$ cat src/rtl/sphere_table_pkg.sv
// Shared types and width helpers for the double-buffered sphere scene store.
package sphere_table_pkg;

  localparam int unsigned DefNSpheres = 8;
  localparam int unsigned DefXW       = 16;
  localparam int unsigned DefYW       = 14;
  localparam int unsigned DefZW       = 16;
  localparam int unsigned DefRW       = 6;
  localparam int unsigned DefCW       = 12;
  localparam int unsigned DefWordW    = 16;
  localparam int unsigned DefSphW     = DefXW + DefYW + DefZW + DefRW + DefCW;

  typedef struct packed {
    logic [DefCW/3-1:0] r;
    logic [DefCW/3-1:0] g;
    logic [DefCW/3-1:0] b;
  } color_t;

  typedef struct packed {
    logic signed [DefXW-1:0] x;
    logic signed [DefYW-1:0] y;
    logic signed [DefZW-1:0] z;
    logic        [DefRW-1:0] r;
    color_t                  c;
  } sphere_t;

  typedef enum logic [1:0] {StIdle, StLoad, StDrop, StPending} load_state_e;

  function automatic int unsigned words_per_sphere(input int unsigned sph_w,
                                                   input int unsigned word_w);
    return (sph_w + word_w - 1) / word_w;
  endfunction

endpackage

$ cat src/rtl/sphere_word_assembler.sv
// Collects MSB-first load words into one sphere record; rec_valid marks the
// cycle in which the final word of a record is being shifted in.
module sphere_word_assembler
  import sphere_table_pkg::*;
#(
  parameter int unsigned SPH_W  = DefSphW,
  parameter int unsigned WORD_W = DefWordW
) (
  input  logic              clk,
  input  logic              rst,
  input  logic              clear,
  input  logic              shift,
  input  logic [WORD_W-1:0] word,
  output logic              rec_valid,
  output logic [SPH_W-1:0]  record
);

  localparam int unsigned WPS  = words_per_sphere(SPH_W, WORD_W);
  localparam int unsigned CN_W = (WPS > 1) ? $clog2(WPS) : 1;

  logic [SPH_W-1:0] shreg_q;
  logic [CN_W-1:0]  cnt_q, cnt_d;
  logic             last;

  // Pad bits of the first word fall off the top of the truncation.
  assign record    = SPH_W'({shreg_q, word});
  assign last      = (cnt_q == CN_W'(WPS - 1));
  assign rec_valid = shift & last;

  always_comb begin
    cnt_d = cnt_q;
    if (clear) begin
      cnt_d = '0;
    end else if (shift) begin
      cnt_d = last ? '0 : cnt_q + CN_W'(1);
    end
  end

  always_ff @(posedge clk or posedge rst) begin
    if (rst) begin
      cnt_q   <= '0;
      shreg_q <= '0;
    end else begin
      cnt_q <= cnt_d;
      if (shift && !clear) shreg_q <= record;
    end
  end

endmodule

$ cat src/rtl/sphere_table.sv
// Double-buffered sphere table: scenes stream into the shadow bank and become
// visible to the tracer only when a frame_sync swaps the banks.
module sphere_table
  import sphere_table_pkg::*;
#(
  parameter int unsigned N_SPHERES = DefNSpheres,
  parameter int unsigned X_W       = DefXW,
  parameter int unsigned Y_W       = DefYW,
  parameter int unsigned Z_W       = DefZW,
  parameter int unsigned R_W       = DefRW,
  parameter int unsigned C_W       = DefCW,
  parameter int unsigned WORD_W    = DefWordW,
  localparam int unsigned SPH_W    = X_W + Y_W + Z_W + R_W + C_W,
  localparam int unsigned IDX_W    = (N_SPHERES > 1) ? $clog2(N_SPHERES) : 1,
  localparam int unsigned CNT_W    = $clog2(N_SPHERES + 1)
) (
  input  logic              clk,
  input  logic              rst,
  input  logic              wr_valid,
  output logic              wr_ready,
  input  logic              wr_sof,
  input  logic [WORD_W-1:0] wr_data,
  input  logic              frame_sync,
  input  logic [IDX_W-1:0]  rd_idx,
  output logic [SPH_W-1:0]  rd_sphere,
  output logic [CNT_W-1:0]  rd_count,
  output logic              swap_pulse,
  output logic              load_err,
  output logic              pending
);

  localparam int unsigned AW = $clog2(2 * N_SPHERES);

  load_state_e      state_q, state_d;
  logic             bank_q, bank_d;
  logic [CNT_W-1:0] act_cnt_q, act_cnt_d;
  logic [CNT_W-1:0] shd_cnt_q, shd_cnt_d;
  logic [CNT_W-1:0] tgt_q, tgt_d;
  logic [CNT_W-1:0] idx_q, idx_d;
  logic             swap_q, swap_d;
  logic             err_q, err_d;
  logic [SPH_W-1:0] rd_sphere_q;

  logic [SPH_W-1:0] mem [2*N_SPHERES];

  logic             accept, hdr_bad, asm_clear, asm_shift, rec_valid, mem_we;
  logic [CNT_W-1:0] hdr_n;
  logic [SPH_W-1:0] asm_record;
  logic [AW-1:0]    waddr, raddr;

  assign wr_ready  = (state_q != StPending);
  assign accept    = wr_valid & wr_ready;
  assign hdr_n     = wr_data[CNT_W-1:0];
  assign hdr_bad   = (|(wr_data >> CNT_W)) || (hdr_n > CNT_W'(N_SPHERES));
  assign asm_clear = accept & wr_sof;
  assign asm_shift = accept & ~wr_sof & (state_q == StLoad);

  sphere_word_assembler #(
    .SPH_W  (SPH_W),
    .WORD_W (WORD_W)
  ) u_asm (
    .clk       (clk),
    .rst       (rst),
    .clear     (asm_clear),
    .shift     (asm_shift),
    .word      (wr_data),
    .rec_valid (rec_valid),
    .record    (asm_record)
  );

  always_comb begin
    state_d   = state_q;
    bank_d    = bank_q;
    act_cnt_d = act_cnt_q;
    shd_cnt_d = shd_cnt_q;
    tgt_d     = tgt_q;
    idx_d     = idx_q;
    swap_d    = 1'b0;
    err_d     = 1'b0;
    mem_we    = 1'b0;
    unique case (state_q)
      StIdle, StLoad, StDrop: begin
        if (accept && wr_sof) begin
          // A header mid-load aborts the partial scene and restarts at once.
          idx_d = '0;
          if (state_q == StLoad) err_d = 1'b1;
          if (hdr_bad) begin
            err_d   = 1'b1;
            state_d = StDrop;
          end else if (hdr_n == '0) begin
            shd_cnt_d = '0;
            state_d   = StPending;
          end else begin
            tgt_d   = hdr_n;
            state_d = StLoad;
          end
        end else if (accept && state_q == StIdle) begin
          err_d = 1'b1;
        end else if (asm_shift && rec_valid) begin
          mem_we = 1'b1;
          idx_d  = idx_q + CNT_W'(1);
          if (idx_d == tgt_q) begin
            shd_cnt_d = tgt_q;
            state_d   = StPending;
          end
        end
      end
      StPending: begin
        if (frame_sync) begin
          bank_d    = ~bank_q;
          act_cnt_d = shd_cnt_q;
          swap_d    = 1'b1;
          state_d   = StIdle;
        end
      end
      default: state_d = StIdle;
    endcase
  end

  // Bank 0 occupies [0, N), bank 1 occupies [N, 2N); writes target the shadow bank.
  assign waddr = bank_q ? AW'(idx_q) : AW'(idx_q) + AW'(N_SPHERES);
  // Reading through bank_d makes the new bank visible alongside swap_pulse.
  assign raddr = bank_d ? AW'(rd_idx) + AW'(N_SPHERES) : AW'(rd_idx);

  always_ff @(posedge clk) begin
    if (mem_we) mem[waddr] <= asm_record;
  end

  always_ff @(posedge clk or posedge rst) begin
    if (rst) begin
      state_q     <= StIdle;
      bank_q      <= 1'b0;
      act_cnt_q   <= '0;
      shd_cnt_q   <= '0;
      tgt_q       <= '0;
      idx_q       <= '0;
      swap_q      <= 1'b0;
      err_q       <= 1'b0;
      rd_sphere_q <= '0;
    end else begin
      state_q     <= state_d;
      bank_q      <= bank_d;
      act_cnt_q   <= act_cnt_d;
      shd_cnt_q   <= shd_cnt_d;
      tgt_q       <= tgt_d;
      idx_q       <= idx_d;
      swap_q      <= swap_d;
      err_q       <= err_d;
      rd_sphere_q <= mem[raddr];
    end
  end

  assign rd_sphere  = rd_sphere_q;
  assign rd_count   = act_cnt_q;
  assign swap_pulse = swap_q;
  assign load_err   = err_q;
  assign pending    = (state_q == StPending);

endmodule

$ cat config.mk
export PLATFORM = sky130hd
export DESIGN_NAME = sphere_table
export DESIGN_NICKNAME = d
export VERILOG_FILES = /design/src/rtl/sphere_table_pkg.sv /design/src/rtl/sphere_word_assembler.sv /design/src/rtl/sphere_table.sv
export SDC_FILE = /design/constraint.sdc
export NUM_CORES = 1
export LEC_CHECK = 0
export ABC_AREA = 1
export BUFFER_PORTS_ARGS = -buffer_cell sky130_fd_sc_hd__buf_4
export CAP_MARGIN = 20
export CORE_MARGIN = 1
export CORE_UTILIZATION = 26
export CTS_CLUSTER_SIZE = 20
export DETAILED_ROUTE_END_ITERATION = 16
export GPL_ROUTABILITY_DRIVEN = 0
export SYNTH_ARGS = -nofsm -noshare
export SYNTH_HDL_FRONTEND = slang
export SYNTH_SLANG_ARGS = --single-unit
$ cat constraint.sdc
create_clock -name clk -period 5.2 [get_ports clk]
set_input_delay 0 -clock clk [delete_from_list [all_inputs] [get_ports clk]]
set_output_delay 0 -clock clk [all_outputs]
set_load 0.005 [all_outputs]
======== Word-level counts from Yosys, hierarchy flattened ========
Memories as Yosys holds them, arrays and structs flattened. A register that Yosys moved wholly into a read port is not among the register bits.
Index checks and enable logic that the tools add are counted.
word-level totals
  register bits after elaboration ......... 71
  memory bits (writable) .................. 1024
  output and inout port bits .............. 72
  memories ................................ 1
memory list
  name  depth  bits a word  read ports  clocked after memory_dff  wr ports  RTL line            RTL
  mem   16     64           1           1                         1         sphere_table.sv:44  logic [SPH_W-1:0] mem [2*N_SPHERES];
cells by class
  add/subtract/negate cells ............... 4
  order comparisons ....................... 1
  equality and inequality tests ........... 13
  muxes and demuxes ....................... 37
  bitwise gates (word level) .............. 9
  reductions and logical operators ........ 18
operator list
  cell                   count
  $mux W4                11
  $mux W2                10
  $mux W1                15
  $reduce_or A12 Y1      1
  $ne A3 B3 Y1 const B   3
  $ne A2 B2 Y1 const B   4
  $reduce_and A4 Y1      2
  $eq A2 B2 Y1 const B   3
  $reduce_and A6 Y1      1
  $reduce_bool A2 Y1     3
  $and A1 B1 Y1          5
  $add A3 B4 Y4 const B  1
  $add A4 B1 Y4 const B  1
  $add A4 B4 Y4 const B  1
  $eq A4 B4 Y1           1
  $gt A4 B4 Y1 const B   1
  $logic_and A1 B1 Y1    4
  $logic_not A4 Y1       1
  $not A1 Y1             4
  $pmux W2 S2            1
  $reduce_and A3 Y1      1
  $reduce_or A3 Y1       1
  $add A2 B1 Y2 const B  1
  $eq A2 B1 Y1 const B   1
  5 further kinds        5

======== Logic depth before layout (Yosys ltp) ========
Gate-level depths: netlist (run 1).
  depth in word-level cells ............... 12
  mapped depth ............................ 11
  mapped depth without buffers ............ 11

======== By module ========
A second synthesis (run 1) with hierarchy kept.
unflattened totals
  cells, all modules ...................... 3497
  area, all modules ....................... 45129.5 um^2
modules (own cells, without submodules)
  module                 instances  cells an instance  area an instance (um^2)  sequential area each (um^2)
  sphere_table           1          3255               42977.5                  32876.5
  sphere_word_assembler  1          242                2152.1                   1251.2

======== Worst setup path before layout (run 1) ========
OpenSTA, ideal clock, no wires.
  kind .................................... register -> register
  from .................................... reg state_q[0]
  to ...................................... mem mem[0][0] (netlist bit) (enable)
  library setup time ...................... 0.486 ns
  arrival time ............................ 3.763 ns
  required time ........................... 4.714 ns
  path slack .............................. 0.951 ns
  cell stages (with the launch flop) ...... 9
  period minus slack after synthesis ...... 4.249 ns
  path through ............................ dfrtp_1 inv_1 nor2_1 nand2_1 inv_2 nand2_1 inv_1 nand2_1 nor2_1
between the ends
  word-level cells in the longest chain between the ends .. 12
RTL lines
  item                               RTL line                     RTL
  from (decl)                        sphere_table.sv:34           load_state_e state_q, state_d;
  from (signal assigned)             sphere_table.sv:131          state_q <= StIdle;
  from (signal assigned)             sphere_table.sv:141          state_q <= state_d;
  $ne A2 B2 Y1                       sphere_table.sv:51           assign wr_ready = (state_q != StPending);
  $and A1 B1 Y1                      sphere_table.sv:52           assign accept = wr_valid & wr_ready;
  $and A1 B1 Y1 (2 in a row)         sphere_table.sv:56           assign asm_shift = accept & ~wr_sof & (state_q == StLoad);
  $and A1 B1 Y1                      sphere_word_assembler.sv:28  assign rec_valid = shift & last;
  $logic_and A1 B1 Y1                sphere_table.sv:99           end else if (asm_shift && rec_valid) begin
  $mux W1                            sphere_table.sv:99
  $mux W1                            sphere_table.sv:97           end else if (accept && state_q == StIdle) begin
  $mux W1                            sphere_table.sv:83           if (accept && wr_sof) begin
  $mux W1 (*)                        sphere_table.sv:81           unique case (state_q)
  $mux W1 (*)                        sphere_table.sv:126          if (mem_we) mem[waddr] <= asm_record;
  $mux W1 (not written as such) (*)  sphere_table.sv:126
  to (decl)                          sphere_table.sv:44
Every way passes the cells marked *; elsewhere a longest branch is shown, timed or not.

======== Worst setup path after layout (run 1) ========
  from .................................... reg state_q[0]
  to ...................................... reg rd_sphere_q[17], in the netlist rd_sphere[17], read port of mem
between the ends
  word-level cells in the longest chain between the ends .. 3
RTL lines
  item          RTL line             RTL
  $eq A2 B2 Y1  sphere_table.sv:81
  $mux W1       sphere_table.sv:81
  $mux W4       sphere_table.sv:123  assign raddr = bank_d ? AW'(rd_idx) + AW'(N_SPHERES) : AW'(rd_idx);
  to (decl)     sphere_table.sv:42   logic [SPH_W-1:0] rd_sphere_q;
Every way passes these cells.
A chain may end at the register's enable or synchronous reset.

==> results of run 1 <==
[cell usage in the layout (no fill, tap or decap), drive strengths merged, types with 24 or more instances in the layout]
cell type	n
o21ai	538
clkbuf	159
nor2	89
a21oi	258
mux2i	256
nand3	68
dfrtp	135
clkinv	24
o211ai	144
buf	146
nand2	153
inv	302
edfxtp	1024
[power groups by stage]
stage	clock network [W]	logic (W)	registers, W
2_1_floorplan	0	0.00128	0.0121
3_3_place_gp	0	0.00236	0.0128
3_5_place_dp	0	0.00239	0.0128
4_1_cts	0.00801	0.00242	0.0126
5_1_grt	0.00838	0.00263	0.0127
6_report	0.00788	0.00237	0.0125
[flip-flops by register name (all words and copies together), names as in the netlist]
signal and flops:
bank_q 1, idx_q 4, load_err 1, mem 1024, rd_count 4, rd_sphere 64
shd_cnt_q 4, state_q 2, swap_pulse 1, tgt_q 4, u_asm.cnt_q 2, u_asm.shreg_q 48
[cells by family (layout without fill, tap and decap cells)]
| family | after synthesis | in the layout | share of synthesized area, % |
|---|---|---|---|
| XOR/XNOR | 4 | 4 | 0.1184 |
| flip-flops | 1159 | 1159 | 75.09 |
| other | 0 | 4 | 0 |
| AND/OR/NAND/NOR | 315 | 315 | 2.907 |
| adder cells (fa/ha/maj) | 5 | 5 | 0.1377 |
| AO/OA/AOI/OAI | 943 | 943 | 11.25 |
| multiplexers | 256 | 256 | 5.638 |
| buffers and inverters | 492 | 667 | 4.857 |
[layer usage]
layer	routed length (um)	global-route usage [%]	part of all wire [%]	up-vias
met5	0	0	0	-
met4	2474	3.730	2.2	0
met3	6235	2.176	5.5	134
met2	56930	22.02	50	665
met1	48210	16.55	42	13030
li1	-	-	-	11830
[area by class of cell]
| cell class | instances | share of cell area [%] |
|---|---|---|
| Sequential cell | 1159 | 64.94 |
| Clock buffer | 158 | 5.862 |
| Inverter | 299 | 2.176 |
| Antenna cell | 4 | 0.01905 |
| Tap cell | 2325 | 5.536 |
| Timing Repair Buffer | 170 | 3.024 |
| Clock inverter | 40 | 0.8690 |
| Multi-Input combinational cell | 1523 | 17.57 |
[worst paths after layout]
check,from,endpoint,slack (ps),depth (start not counted)
max in group asynchronous,rst,idx_q[0]$_DFFE_PP0P_,3930,4
min in group clk,rd_idx[0],rd_sphere[62]$_DFF_PP0_,120,5
min,rst,rd_sphere[15]$_DFF_PP0_,50,3
max reg2reg,state_q[0]$_DFFE_PP0P_,rd_sphere[17]$_DFF_PP0_,1990,8
min reg2reg,rd_count[1]$_DFFE_PP0P_,rd_count[1]$_DFFE_PP0P_,490,2
max,state_q[0]$_DFFE_PP0P_,rd_sphere[17]$_DFF_PP0_,1990,8
[metrics by stage]
step | cells | total power [W] | hold slack, ps
2_1_floorplan | 3174 | 0.01341 | 98.87
3_3_place_gp | 5453 | 0.01512 | 249.8
3_5_place_dp | 5453 | 0.01518 | 197.1
4_1_cts | 5674 | 0.02303 | 66.50
5_1_grt | 5676 | 0.02368 | 105.8
6_report | 5678 | 0.02278 | 48.70
[critical path, delay by kind of cell (launching register included)]
family                 cells  cell delay, ps
AO/OA/AOI/OAI              1             180
XOR/XNOR                   1             140
buffers and inverters      3            1940
flip-flops                 1             430
AND/OR/NAND/NOR            3             350
[repair_timing]
item,CTS,global route
hold buffers,23,0
resized for setup,0,0
endpoints found under the hold margin,420,0
==> impl_metrics.csv, run 1 <==
group,metric,value,unit
status,outcome,"completed",
yosys,synthTopCellsByCount,"edfxtp_1, o21ai_0, inv_1",
routing,drt_iter0_drc,2298,
clock_network,numCtsBuffers,106,
clock_network,post_cts_buffers,0,
finish,final_util,30.23,%
finish,seqCellArea,34130,um^2
power,internal-power,0.01675,W
place,pre_cts_ws,1991,ps
timing,final.setup.tns,0,ps
worst_setup_path,critPathArrivalTime,3780,ps
power,irDropWorstVdd,0.0003380,V
timing,finalSetupViolations,0,
timing,slew_violations,0,
yosys,synth_seq_cells,1159,
worst_setup_path,cp_max_fo,40,
global_route,grt-ovfl-total,0,
worst_hold_path,hp-class,"input port to asynchronous set/reset pin",
finish,drive_gt1_share,10.30,%
floorplan,dieArea,176500,um^2
yosys,syn_inst,3174,
clock_network,insertion_delay,720,ps
yosys,synth_area_leaders,"edfxtp_1, dfrtp_1, mux2i_1",
worst_setup_path,worst_path_most_repeated_cell,"buf_4",
clock_network,cts_tree,"yes",
timing,setup_ws,1989,ps
yosys,synth.distinct_cells,33,
floorplan,row_count,153,
power,leakage,18.58,nW
global_route,grt_pass1_vias,25360,
worst_setup_path,critPathSlowestCell,"clkinv_2",
job,maxCapViolCount,0,
yosys,yosysMostFrequentCell,"edfxtp_1",
worst_setup_path,crit_path_start_kind,"flip-flop",
clock_network,clock-sinks,1159,
timing,worst_clock_skew,33.16,ps
yosys,syn_avg_cell_area,14.32,um^2
global_route,antenna_found_initial,4,
timing,tightest_slew,1246,ps
clock_network,h-tree-depth,3,
timing,finalHoldViolations,0,
floorplan,num_io_pins,96,
finish,multiInputGateArea,9234,um^2
timing,max_freq,311.5,MHz
finish,stdcell_area,52550,um^2
power,p_comb_share,10.4,%
worst_setup_path,worstPathRequired,5770,ps
yosys,ys.flop_type,"edfxtp_1",
clock_network,root_buffer,"clkbuf_16",
yosys,yosysTopAreaCellShare,67.66,%
floorplan,initial_core_util,26.15,%
worst_setup_path,max_stage_delay,910,ps
yosys,yosysSeqAreaShare,75.09,%
power,clkPwrFrac,34.6,%
place,dpl.hpwl,58130,um
routing,drt-pass1-iter-count,5,
yosys,netlist_area,45450,um^2
power,powerDensity,433.5,nW/um^2
routing,routed_via_density,4.519,
timing,timing.final.crit_share,61.74,%
place,io_buffers,95,
power,netSwitchingFraction,26.46,%
global_route,gr-usage-all-layers,12.85,%
floorplan,fp.coreArea,173800,um^2
routing,drc,0,
yosys,yosys_warnings,0,
global_route,grt_max_degree,147,
worst_setup_path,path_cells,"nand2_4, nor2_8, xor2_4, buf_4, clkinv_2, buf_4, o211ai_1, nand2_1",
clock_network,path_clk_slew,60,ps
routing,wirelength,113800,um
clock_network,cts.path.max_buffers,3,
power,p_seq_share,55.0,%
timing,slew_headroom,16.93,%
routing,num_vias,25660,
finish,areaGrowthSynthToFinish,15.63,%
timing,period_minus_slack,3211,ps
worst_setup_path,endpoint_kind,"flip-flop",
finish,fillCellCount,17220,
yosys,synth_fp_nets,3203,
timing,rsz0062_at_grt,"no",
finish,finalNetCount,3288,
floorplan,die_h,420.1,um
routing,avgRoutedWirePerCell,20.05,um
yosys,synth_area_leader_cell,"edfxtp_1",
floorplan,dieWidth,420.1,um
place,dpl-instance-area,48770,um^2
global_route,grt_pass1_wl,169000,um
yosys,async_flop_share,11.65,%
yosys,synth_edf_count,1024,
power,switching_power,0.006028,W
worst_setup_path,crit_type,"flip-flop to flip-flop",
routing,final_antenna_net_count,0,
No activity file was read; power rests on OpenSTA's default activity.
==> inputs of run 2 (changes only) <==
--- a/config.mk
+++ b/config.mk
@@ -5,7 +5,7 @@
 export SDC_FILE = /design/constraint.sdc
 export NUM_CORES = 1
 export LEC_CHECK = 0
-export ABC_AREA = 1
+export ABC_AREA = 0
 export BUFFER_PORTS_ARGS = -buffer_cell sky130_fd_sc_hd__buf_4
 export CAP_MARGIN = 20
 export CORE_MARGIN = 1
==> constraint.sdc (replaced) <==
create_clock -name clk -period 2.85 [get_ports clk]
set_input_delay 0 -clock clk [delete_from_list [all_inputs] [get_ports clk]]
set_output_delay 0 -clock clk [all_outputs]
set_load 0.005 [all_outputs]
==> run 2 against run 1 <==
Utilization is 0.92 points higher; critical endpoint is now mem[1][37]$_DFFE_PP_; hold slack better by 32 ps; final cell count is 26% lower; wire length is 14% lower; synthesized cell count is 46% lower; area after synthesis is 5.0% lower; die area is 5.0% lower; highest routed layer is now met5; clock-buffer cell count is 24 lower; worst setup slack worse by 1700 ps; sequential share of layout area is 1.5 points higher.
==> impl_metrics.csv, run 2 <==
group,metric,value,unit
yosys,synthTopCellsByCount,"edfxtp_1, mux4_2, dfrtp_1",
clock_network,post_cts_buffers,0,
routing,drt-pass1-iter-count,5,
status,outcome,"completed",
worst_setup_path,critPathArrivalTime,2870,ps
yosys,yosysTopAreaCellShare,71.23,%
finish,finalNetCount,1955,
clock_network,cts.path.max_buffers,3,
power,leakage,14.15,nW
clock_network,hold_buffers,24,
clock_network,insertion_delay,680,ps
global_route,grt-ovfl-total,0,
power,irDropWorstVdd,0.0004580,V
timing,timing.final.crit_share,90.46,%
finish,stdcell_area,51340,um^2
timing,tightest_slew,888.2,ps
worst_setup_path,endpoint_kind,"flip-flop",
clock_network,cts_resized,0,
yosys,netlist_area,43170,um^2
worst_setup_path,crit_path_start_kind,"flip-flop",
worst_setup_path,crit_type,"flip-flop to flip-flop",
finish,final_common_cell,"edfxtp_1",
floorplan,num_io_pins,96,
power,powerDensity,669.2,nW/um^2
power,finalPower,0.03436,W
worst_hold_path,hp-class,"input port to flip-flop",
timing,slew_violations,0,
routing,wirelength,98250,um
routing,avgRoutedWirePerCell,23.33,um
yosys,ys.flop_type,"edfxtp_1",
finish,drive_gt1_share,36.12,%
finish,final_util,31.15,%
finish,seqCellArea,34130,um^2
clock_network,root_buffer,"clkbuf_16",
routing,drc,0,
clock_network,numCtsBuffers,107,
yosys,async_flop_share,11.65,%
yosys,yosys_warnings,0,
timing,period_minus_slack,2578,ps
global_route,grt_pass1_wl,144200,um
global_route,gr-usage-all-layers,11.67,%
clock_network,clock-sinks,1159,
yosys,synth_edf_count,1024,
finish,areaGrowthSynthToFinish,18.92,%
yosys,syn_avg_cell_area,25.29,um^2
floorplan,row_count,149,
timing,worst_clock_skew,32.29,ps
floorplan,die_h,409.5,um
routing,num_vias,18750,
floorplan,dieWidth,409.5,um
yosys,yosysMostFrequentCell,"edfxtp_1",
finish,regMostFlops,"mem",
place,dpl-instance-area,47270,um^2
routing,final_antenna_net_count,0,
finish,multiInputGateArea,8577,um^2
global_route,grt_max_degree,65,
yosys,syn_inst,1707,
yosys,synth_area_leader_cell,"edfxtp_1",
clock_network,cts_tree,"yes",
worst_setup_path,worstPathRequired,3140,ps
yosys,yosysSeqAreaShare,79.06,%
timing,setup_ws,271.8,ps
job,maxCapViolCount,0,
floorplan,dieArea,167700,um^2
timing,slew_headroom,40.79,%
place,dpl.hpwl,56670,um
clock_network,h-tree-depth,3,
place,pre_cts_ws,299.1,ps
global_route,grt_pass1_vias,20070,
yosys,synth_fp_nets,1736,
timing,finalHoldViolations,0,
routing,drt_iter0_drc,1720,
routing,routed_via_density,4.453,
floorplan,initial_core_util,26.19,%
finish,fillCellCount,15540,
timing,final.setup.tns,0,ps
timing,max_freq,387.9,MHz
place,io_buffers,95,
clock_network,path_clk_slew,60,ps
timing,finalSetupViolations,0,
global_route,antenna_found_initial,3,
yosys,synth_seq_cells,1159,
floorplan,fp.coreArea,164800,um^2
yosys,synth.distinct_cells,39,
finish,largest_reg_flops,1024,
timing,rsz0062_at_grt,"no",
finish,layout_common_cells,"edfxtp_1, mux4_2, dfrtp_1",
yosys,synth_area_leaders,"edfxtp_1, mux4_2, dfrtp_1",
worst_setup_path,cp_max_fo,64,
run 2: cell types whose count changed in the layout (fill, tap and decap cells not counted), sizes merged, moves of 66 or more:
| cell | change |
|---|---|
| a21oi | -258 |
| mux2i | -254 |
| o211ai | -144 |
| o21ai | -533 |
| inv | -290 |
| nand2 | -138 |
| nand3 | -67 |
| mux4 | +320 |
| nor2 | -66 |
run 2: kinds of logic after synthesis:
group	after synthesis	synth area share, %
AOI/OAI and AO/OA	14	0.2348
adders and majority gates	5	0.1449
buffers and inverters	86	1.388
xor gates and xnor gates	10	0.2522
and+or+nand+nor	55	0.6347
DFF	1159	79.06
muxes	378	18.29
run 2: report_power, final:
part | internal (W) | switching (W) | total (W)
combinational | 0.000328 | 0.000421 | 0.000749
sequential | 0.0183 | 0.0000230 | 0.0183
clock | 0.00905 | 0.00623 | 0.0153
total | 0.0277 | 0.00668 | 0.0344
run 2: worst paths after layout:
check / from / end / slack (ps) / cells past startpoint
max: state_q[1]$_DFFE_PP0P_ / mem[1][37]$_DFFE_PP_ / 270 / 5
min: rd_idx[1] / rd_sphere[13]$_DFF_PP0_ / 80 / 3
max reg2reg: state_q[1]$_DFFE_PP0P_ / mem[1][37]$_DFFE_PP_ / 270 / 5
min reg2reg: shd_cnt_q[0]$_DFFE_PP0P_ / shd_cnt_q[0]$_DFFE_PP0P_ / 510 / 1
max in group asynchronous: rst / rd_sphere[25]$_DFF_PP0_ / 1230 / 5
min in group asynchronous: rst / rd_sphere[33]$_DFF_PP0_ / 580 / 4
run 2: area by class of cell:
type / count / area share (%)
sequential: 1159 / 66.48
multi-input combinational: 462 / 16.71
clock buffer: 134 / 5.693
tap: 2189 / 5.335
timing repair buffer: 190 / 3.973
clock inverter: 70 / 1.757
inverter: 6 / 0.05118
antenna: 1 / 0.004874
run 2: metal layers:
metal	GRT usage [%]	vias up	routed length (um)
li1	-	7738	-
met1	15.55	10380	41570
met2	19.74	533	49710
met3	1.993	98	5316
met4	2.837	4	1616
met5	0	-	37
run 2: critical path: stages, from the launching register on:
cell and delay, ps:
dfrtp_1 450, and4bb_4 380, and2_1 340, nand2_1 330, nor2_4 220, buf_12 440
run 2: per-stage QoR:
step,hold WS [ps],cells
after CTS,99.73,4210
final,80.53,4211
after global placement,135.0,3982
after global routing,102.6,4211
after floorplan,98.87,1707
after detailed placement,138.5,3982
